$ cat src/rtl/pending_req_encoder.sv
// Pending-request encoder: rising edges on req_in become sticky pending bits,
// one of which is granted (fixed or rotating priority) and held until accepted.
module pending_req_encoder #(
  parameter bit ROUND_ROBIN = 1'b0
) (
  input  logic       clk,
  input  logic       rst,
  input  logic [7:0] req_in,
  input  logic       out_ready,
  input  logic       clr_ovf,
  output logic       out_valid,
  output logic [2:0] out_code,
  output logic [7:0] out_onehot,
  output logic [7:0] pend,
  output logic       overflow
);

  typedef enum logic {IDLE, HOLD} state_t;

  state_t     state;
  logic [7:0] req_q;
  logic [7:0] rise;
  logic [7:0] clr_v;
  logic       accept;
  logic       ovf_set;
  logic [2:0] last_grant;
  logic [2:0] base;
  logic [2:0] idx;
  logic [2:0] sel;
  logic       found;

  assign rise    = req_in & ~req_q;
  assign accept  = (state == HOLD) && out_ready;
  assign clr_v   = accept ? (8'b1 << out_code) : '0;
  // A new edge on a bit being cleared this cycle re-arms it rather than overflowing.
  assign ovf_set = |(rise & pend & ~clr_v);

  always_comb begin
    base  = ROUND_ROBIN ? (last_grant + 3'd1) : 3'd0;
    idx   = '0;
    sel   = '0;
    found = 1'b0;
    for (int unsigned i = 0; i < 8; i++) begin
      idx = base + i[2:0];
      if (!found && pend[idx]) begin
        sel   = idx;
        found = 1'b1;
      end
    end
  end

  always_ff @(posedge clk or posedge rst) begin
    if (rst) begin
      req_q    <= '0;
      pend     <= '0;
      overflow <= 1'b0;
    end else begin
      req_q <= req_in;
      pend  <= (pend & ~clr_v) | rise;
      if (ovf_set)
        overflow <= 1'b1;
      else if (clr_ovf)
        overflow <= 1'b0;
    end
  end

  always_ff @(posedge clk or posedge rst) begin
    if (rst) begin
      state      <= IDLE;
      out_valid  <= 1'b0;
      out_code   <= '0;
      out_onehot <= '0;
      last_grant <= 3'd7;
    end else begin
      case (state)
        IDLE: begin
          if (found) begin
            out_code   <= sel;
            out_onehot <= 8'b1 << sel;
            out_valid  <= 1'b1;
            state      <= HOLD;
          end
        end
        HOLD: begin
          if (out_ready) begin
            out_valid  <= 1'b0;
            out_onehot <= '0;
            last_grant <= out_code;
            state      <= IDLE;
          end
        end
        default: state <= IDLE;
      endcase
    end
  end

endmodule

$ cat config.mk
export PLATFORM = sky130hd
export DESIGN_NAME = pending_req_encoder
export DESIGN_NICKNAME = d
export VERILOG_FILES = /design/src/rtl/pending_req_encoder.sv
export SDC_FILE = /design/constraint.sdc
export NUM_CORES = 1
export LEC_CHECK = 0
export CELL_PAD_IN_SITES_DETAIL_PLACEMENT = 2
export CELL_PAD_IN_SITES_GLOBAL_PLACEMENT = 2
export CORE_MARGIN = 5
export CORE_UTILIZATION = 32
export DETAILED_ROUTE_END_ITERATION = 7
export GPL_ROUTABILITY_DRIVEN = 0
export PLACE_DENSITY = 0.88
export SLEW_MARGIN = 20
export SYNTH_ARGS = -nofsm -noshare
export SYNTH_HDL_FRONTEND = slang
export SYNTH_SLANG_ARGS = --single-unit
$ cat constraint.sdc
create_clock -name clk -period 4.3 [get_ports clk]
set_input_delay 0.86 -clock clk [delete_from_list [all_inputs] [get_ports clk]]
set_output_delay 0.86 -clock clk [all_outputs]
set_load 0.01 [all_outputs]
==> summary.txt, run 1 <==
Global routing
  – Met2 Use GR: between 20 and 30%
  – GR Util met1: 20.3%
  – Met3 usage: 4.79%
  – Largest net degree at the start of global routing: 31
  – GR peak layer: met2
  – Vias in the first global route: 1,299
  – GRT Total Usage: between 10% and 20%
  – Initial antenna violation count: 0
  – First-pass GRT wire length: about 6.8 mm
  – Grt total ovfl: 0

Outcome
  – Outcome: finished clean

Critical path
  – Data arrival, critical path: approximately 2600 ps
  – Req. time, crit path: 4470 ps
  – CP startpoint: out_ready
  – Reg-to-reg critical path startpoint: state
  – Critical Path Source Type: primary input
  – Crit. End Element: register
  – Max FO, Critical Path: 6
  – Worst Path Class, Setup: in -> reg

Layout
  – Layout Utilization: 44.7%
  – Post-route cell area: 0.00176 mm²
  – Share of cells above drive strength 1: around 10%
  – # diodes: 0
  – Synthesis-to-finish area growth: 36.5%
  – Layout Nets: 166

Timing
  – Slew headroom: 57.1%
  – RSZ-0062 raised after global routing: false
  – Max Slew Vio Count: 0
  – Setup tns final: 0 ps
  – Hold Fails Final Rpt: 0
  – Final Cycle Share: about 56%
  – Achievable Freq: 417 MHz
  – Minimum clock period: 2400 ps
  – # setup viols final: 0
  – Clock Skews: around 9.1 ps
  – Slew @ Worst Pin: 642 ps

Drt
  – Via count: between 1,000 and 1,500
  – Drt pass-1 iters: 4
  – Drt wl/cell: about 19 µm
  – Total wire length: 3.96 mm
  – Post-route ant nets: 0
  – Drt via density: 5.22
  – Iter 0 DRT Violations: 28
  – Post-route DRC: 0

Min path
  – Hold Crit Start: req_q[6]
  – HP Class: reg -> reg

Logic synthesis
  – Syn Nets: around 130
  – Synth warnings: 0
  – Syn_area_per_cell: 11.1 µm²
  – Mapped Cells: 116
  – Synthesized area: 0.00129 mm²
  – Register area share after synthesis: 58.2%
  – #FFs+latches synth: 30
  – Unique masters post-synth: 35

Power
  – PD cells: 400 mW/mm²
  – Lkg Pwr: 0.713 nW
  – Maximum VDD drop: 0.000193 V

Floorplanning
  – Die area: around 0.0054 mm²
  – Initial Util: 32.7%
  – Die width: 73.5 µm
  – Core Region: 0.00394 mm²
  – Die height: approximately 73 µm
  – Rows: 23
  – # IOs: 33

Clock network
  – # clock sinks: 30
  – Clk root buf: clkbuf_8
  – TritonCTS Buffers: 5
  – Max clock buf depth: 2
  – Post-CTS Setup Bufs: 0
  – Post_cts resized: 0
  – Number of H-tree levels: 2
  – CTS tree: built
  – Worst skew pair latency: 290 ps
  – Clock transition at path regs: 70 ps
  – Cts hold-fix bufs: 0

Placed design
  – DP Wirelength: roughly 2.9 mm
  – Dpl cell area: 0.00167 mm²
  – Number of I/O port buffers: 32

Job
  – Number of max-cap violations: 0
-- final timing paths --
kind	to	slack [ps]	cells after the start
setup / recovery	overflow	1900	5
hold / removal	pend[6]	490	1
setup reg to reg	overflow	2350	4
hold reg to reg	pend[6]	490	1
max in group asynchronous	pend[2]	2900	2
min in group asynchronous	overflow	980	2
-- sequential cells by signal, summed over array words and instances, names as in the netlist --
signal and cells:
out_code 3, out_onehot 8, out_valid 1, overflow 1
pend 8, req_q 8, state 1
-- worst max-delay path: stages --
cell	delay, ps
clkdlybuf4s50_1	570
nand3b_2	180
o311ai_0	450
o211ai_1	160
or3_1	340
-- kinds of logic after synthesis --
group	after synthesis	synth area share, %
and+or+nand+nor	41	18.3
AOI/OAI and AO/OA	37	21.1
DFF	30	58.2
buffers and inverters	8	2.33
-- cells in the final DEF (no fill, tap or decap), types with 2 or more instances in the layout --
cell,instances
a21o_1,3
a21oi_1,4
a22o_1,3
a32o_1,2
clkbuf_8,6
clkdlybuf4s50_1,32
dfrtp_1,30
inv_1,5
nand2_1,9
nand2b_1,3
nor2_1,13
nor2b_1,3
o2111ai_1,2
o21ai_0,7
o21ai_1,2
o2bb2ai_1,2
o311ai_1,2
or2b_2,4
or3_1,3
-- report_power, final --
group	internal (mW)	total [mW]	switching, mW
registers	0.305	0.344	0.0391
clock network	0.129	0.238	0.109
logic	0.0647	0.122	0.0571
total	0.498	0.704	0.205
-- cell usage after synthesis --
| master | instances | area, µm² |
|---|---|---|
| nand3_1 | 1 | 5.00 |
| o31ai_1 | 1 | 7.51 |
| nor2_1 | 13 | 48.8 |
| or2b_1 | 1 | 7.51 |
| nand3_2 | 1 | 10.0 |
| nor4_4 | 1 | 21.3 |
| o311ai_1 | 2 | 17.5 |
| a32o_1 | 2 | 20.0 |
| dfrtp_1 | 30 | 751 |
| o311ai_0 | 1 | 8.76 |
| a21oi_1 | 4 | 20.0 |
| a22o_1 | 3 | 26.3 |
| nand3b_2 | 1 | 11.3 |
| nand2b_1 | 3 | 18.8 |
| o22a_1 | 1 | 8.76 |
| o41ai_1 | 1 | 8.76 |
| o21a_1 | 1 | 7.51 |
| clkinv_1 | 1 | 3.75 |
| a21o_1 | 3 | 22.5 |
| or3_1 | 3 | 18.8 |
| nor2b_1 | 3 | 18.8 |
| or2b_2 | 4 | 35.0 |
| o21bai_2 | 1 | 11.3 |
| nor3b_1 | 1 | 7.51 |
| o21ai_1 | 2 | 10.0 |
| o21ai_0 | 7 | 35.0 |
| clkbuf_1 | 1 | 3.75 |
| nand2_1 | 9 | 33.8 |
| a221oi_1 | 1 | 8.76 |
| o2bb2ai_1 | 2 | 17.5 |
| o31a_1 | 1 | 8.76 |
| o221ai_1 | 1 | 8.76 |
| o2111ai_1 | 2 | 17.5 |
| inv_1 | 6 | 22.5 |
| o211ai_1 | 1 | 7.51 |
-- layout make-up --
class	count	area [µm²]
Timing Repair Buffer	32	320
Tap cell	50	62.6
Fill cell	398	2180
Sequential cell	30	751
Multi-Input combinational cell	78	509
Clock buffer	7	86.3
Inverter	7	26.3
Clock inverter	1	5.00
-- metal layers --
layer	routed length, µm	up-vias
met3	156	7
li1	-	493
met4	85	0
met1	1690	546
met2	2030	24
met5	0	-
-- per-stage QoR --
| step | power (mW) | worst slack, ps | std cells | hold slack, ps |
|---|---|---|---|---|
| finish | 0.704 | 1900 | 205 | 486 |
| global route | 0.737 | 1810 | 205 | 514 |
| CTS | 0.716 | 1890 | 205 | 500 |
| detailed placement | 0.471 | 1560 | 197 | 470 |
| global placement | 0.461 | 1800 | 197 | 452 |
| floorplan | 0.394 | 2500 | 116 | 435 |
(Power assumes the default switching activity.)
==> run 2, diff against run 1 <==
- CORE_UTILIZATION: 32 -> 30
- PLACE_DENSITY: 0.88 -> 0.84
- clock period: 4.3 -> 2.4 ns (I/O delays scaled with it)
==> run 2 against run 1 <==
Against the previous run:
- sequential share of layout area down 0.15 points
- via count up 1.0%
- utilization decreased by 1.4 points
- clock skew shrank 8.0 ps
- worst hold slack better by 14 ps
- global-route usage down 1.0 points
- power increased by 76%
- wire length rose by 0.86%
- sequential power up 79%
- cell area grew 0.36%
==> summary.txt, run 2 (same netlist as run 1, synthesis figures left out) <==
Clock network
  – Cts hold-fix bufs: 0
  – # clock sinks: 30
  – Number of H-tree levels: 2
  – Post_cts resized: 0
  – CTS tree: built
  – Worst skew pair latency: 280 ps
  – Clock transition at path regs: 60 ps
  – Max clock buf depth: 2
  – Clk root buf: clkbuf_8
  – TritonCTS Buffers: 5
  – Post-CTS Setup Bufs: 0

Critical path
  – Critical Path Source Type: primary input
  – Max FO, Critical Path: 6
  – Worst Path Class, Setup: in -> reg
  – Data arrival, critical path: 2160 ps
  – Crit. End Element: register
  – Req. time, crit path: 2560 ps
  – Reg-to-reg critical path startpoint: pend[2]
  – CP startpoint: out_ready

Layout
  – Share of cells above drive strength 1: 10.3%
  – # diodes: 0
  – Synthesis-to-finish area growth: 37.0%
  – Layout Nets: 168
  – Commonest cells after routing, fill and taps aside: clkdlybuf4s50_1 (32), dfrtp_1 (30), nor2_1 (13)
  – Non-Filler Instances: 205
  – Post-route cell area: 0.00177 mm²
  – Most common cell after layout, fill and taps aside: clkdlybuf4s50_1
  – Registers with the most flip-flops: out_onehot: 8 flops, pend: 8 flops, req_q: 8 flops

Timing
  – Achievable Freq: between 400 and 500 MHz
  – Max Slew Vio Count: 0
  – Final Cycle Share: between 80% and 90%
  – Clock Skews: 1.19 ps
  – Slew headroom: just over 60%
  – Setup tns final: 0 ps
  – Minimum clock period: 2010 ps
  – Slew @ Worst Pin: 569 ps
  – Hold Fails Final Rpt: 0
  – # setup viols final: 0
  – RSZ-0062 raised after global routing: false
  – Final worst setup slack: 394 ps

Global routing
  – Met3 usage: 4.62%
  – Vias in the first global route: 1,351
  – GRT Total Usage: 15.9%
  – Largest net degree at the start of global routing: 31
  – Met2 Use GR: 29.1%
  – First-pass GRT wire length: 6.59 mm
  – Initial antenna violation count: 0
  – GR Util met1: 17.5%
  – GR peak layer: met2
  – Grt total ovfl: 0

Placed design
  – Dpl cell area: roughly 0.0017 mm²
  – DP Wirelength: 3.07 mm
  – DP Cell Count: 199
  – Dpl ws: ~160 ps
  – Number of I/O port buffers: 32

Drt
  – Iter 0 DRT Violations: 60
  – Post-route ant nets: 0
  – Drt pass-1 iters: 4
  – Post-route DRC: 0
  – Via count: about 1,100
  – Drt via density: 5.27
  – Total wire length: 4.00 mm
  – Drt wl/cell: 19.5 µm

Outcome
  – Outcome: finished clean

Min path
  – HP Class: reg -> reg
  – Hold Crit Start: req_q[6]

Job
  – Number of max-cap violations: 0

Floorplanning
  – Die width: around 76 µm
  – Die height: between 70 and 80 µm
  – Core Region: ~0.004 mm²
  – # IOs: 33
  – Rows: 23
  – Die area: 0.00571 mm²
  – Initial Util: 31.6%

Power
  – PD cells: 700 mW/mm²
  – Lkg Pwr: 0.718 nW
  – Maximum VDD drop: roughly 0.00035 V
## run 2: power breakdown
| group | internal (mW) | switching, mW |
|---|---|---|
| clock network | 0.221 | 0.178 |
| registers | 0.546 | 0.0687 |
| logic | 0.118 | 0.104 |
| total | 0.885 | 0.352 |
## run 2: worst paths after layout
path | to | depth (start not counted) | slack, ps
setup / recovery | overflow | 5 | 390
hold / removal | pend[6] | 1 | 500
setup reg to reg | out_onehot[3] | 4 | 630
hold reg to reg | pend[6] | 1 | 500
max in group asynchronous | req_q[5] | 3 | 1530
min in group asynchronous | req_q[3] | 3 | 580
## run 2: cell type report
cell class,instances,area [µm²]
inverter,7,26.3
clock buffer,6,82.6
fill,429,2320
timing repair buffer,34,335
multi-input combinational,78,509
sequential,30,751
tap,50,62.6
## run 2: per-stage QoR
| stage | hold WS (ps) | utilization, % | total power [mW] |
|---|---|---|---|
| 3_5_place_dp | 496 | 41.2 | 0.849 |
| 3_3_place_gp | 453 | 41.2 | 0.831 |
| 5_1_grt | 524 | 43.2 | 1.29 |
| 6_report | 500 | 43.2 | 1.24 |
| 4_1_cts | 509 | 43.2 | 1.26 |
| 2_1_floorplan | 435 | - | 0.706 |
## run 2: per-layer routing
metal | part of all wire [%] | wire length [µm]
met5 | 0 | 0
met4 | 1.2 | 46
met3 | 4.2 | 168
met2 | 54 | 2180
met1 | 40 | 1610
## run 2: critical path, stage by stage
cell	delay (ps)
clkdlybuf4s50_1	560
nand3b_2	170
o311ai_0	460
o211ai_1	160
or3_1	330
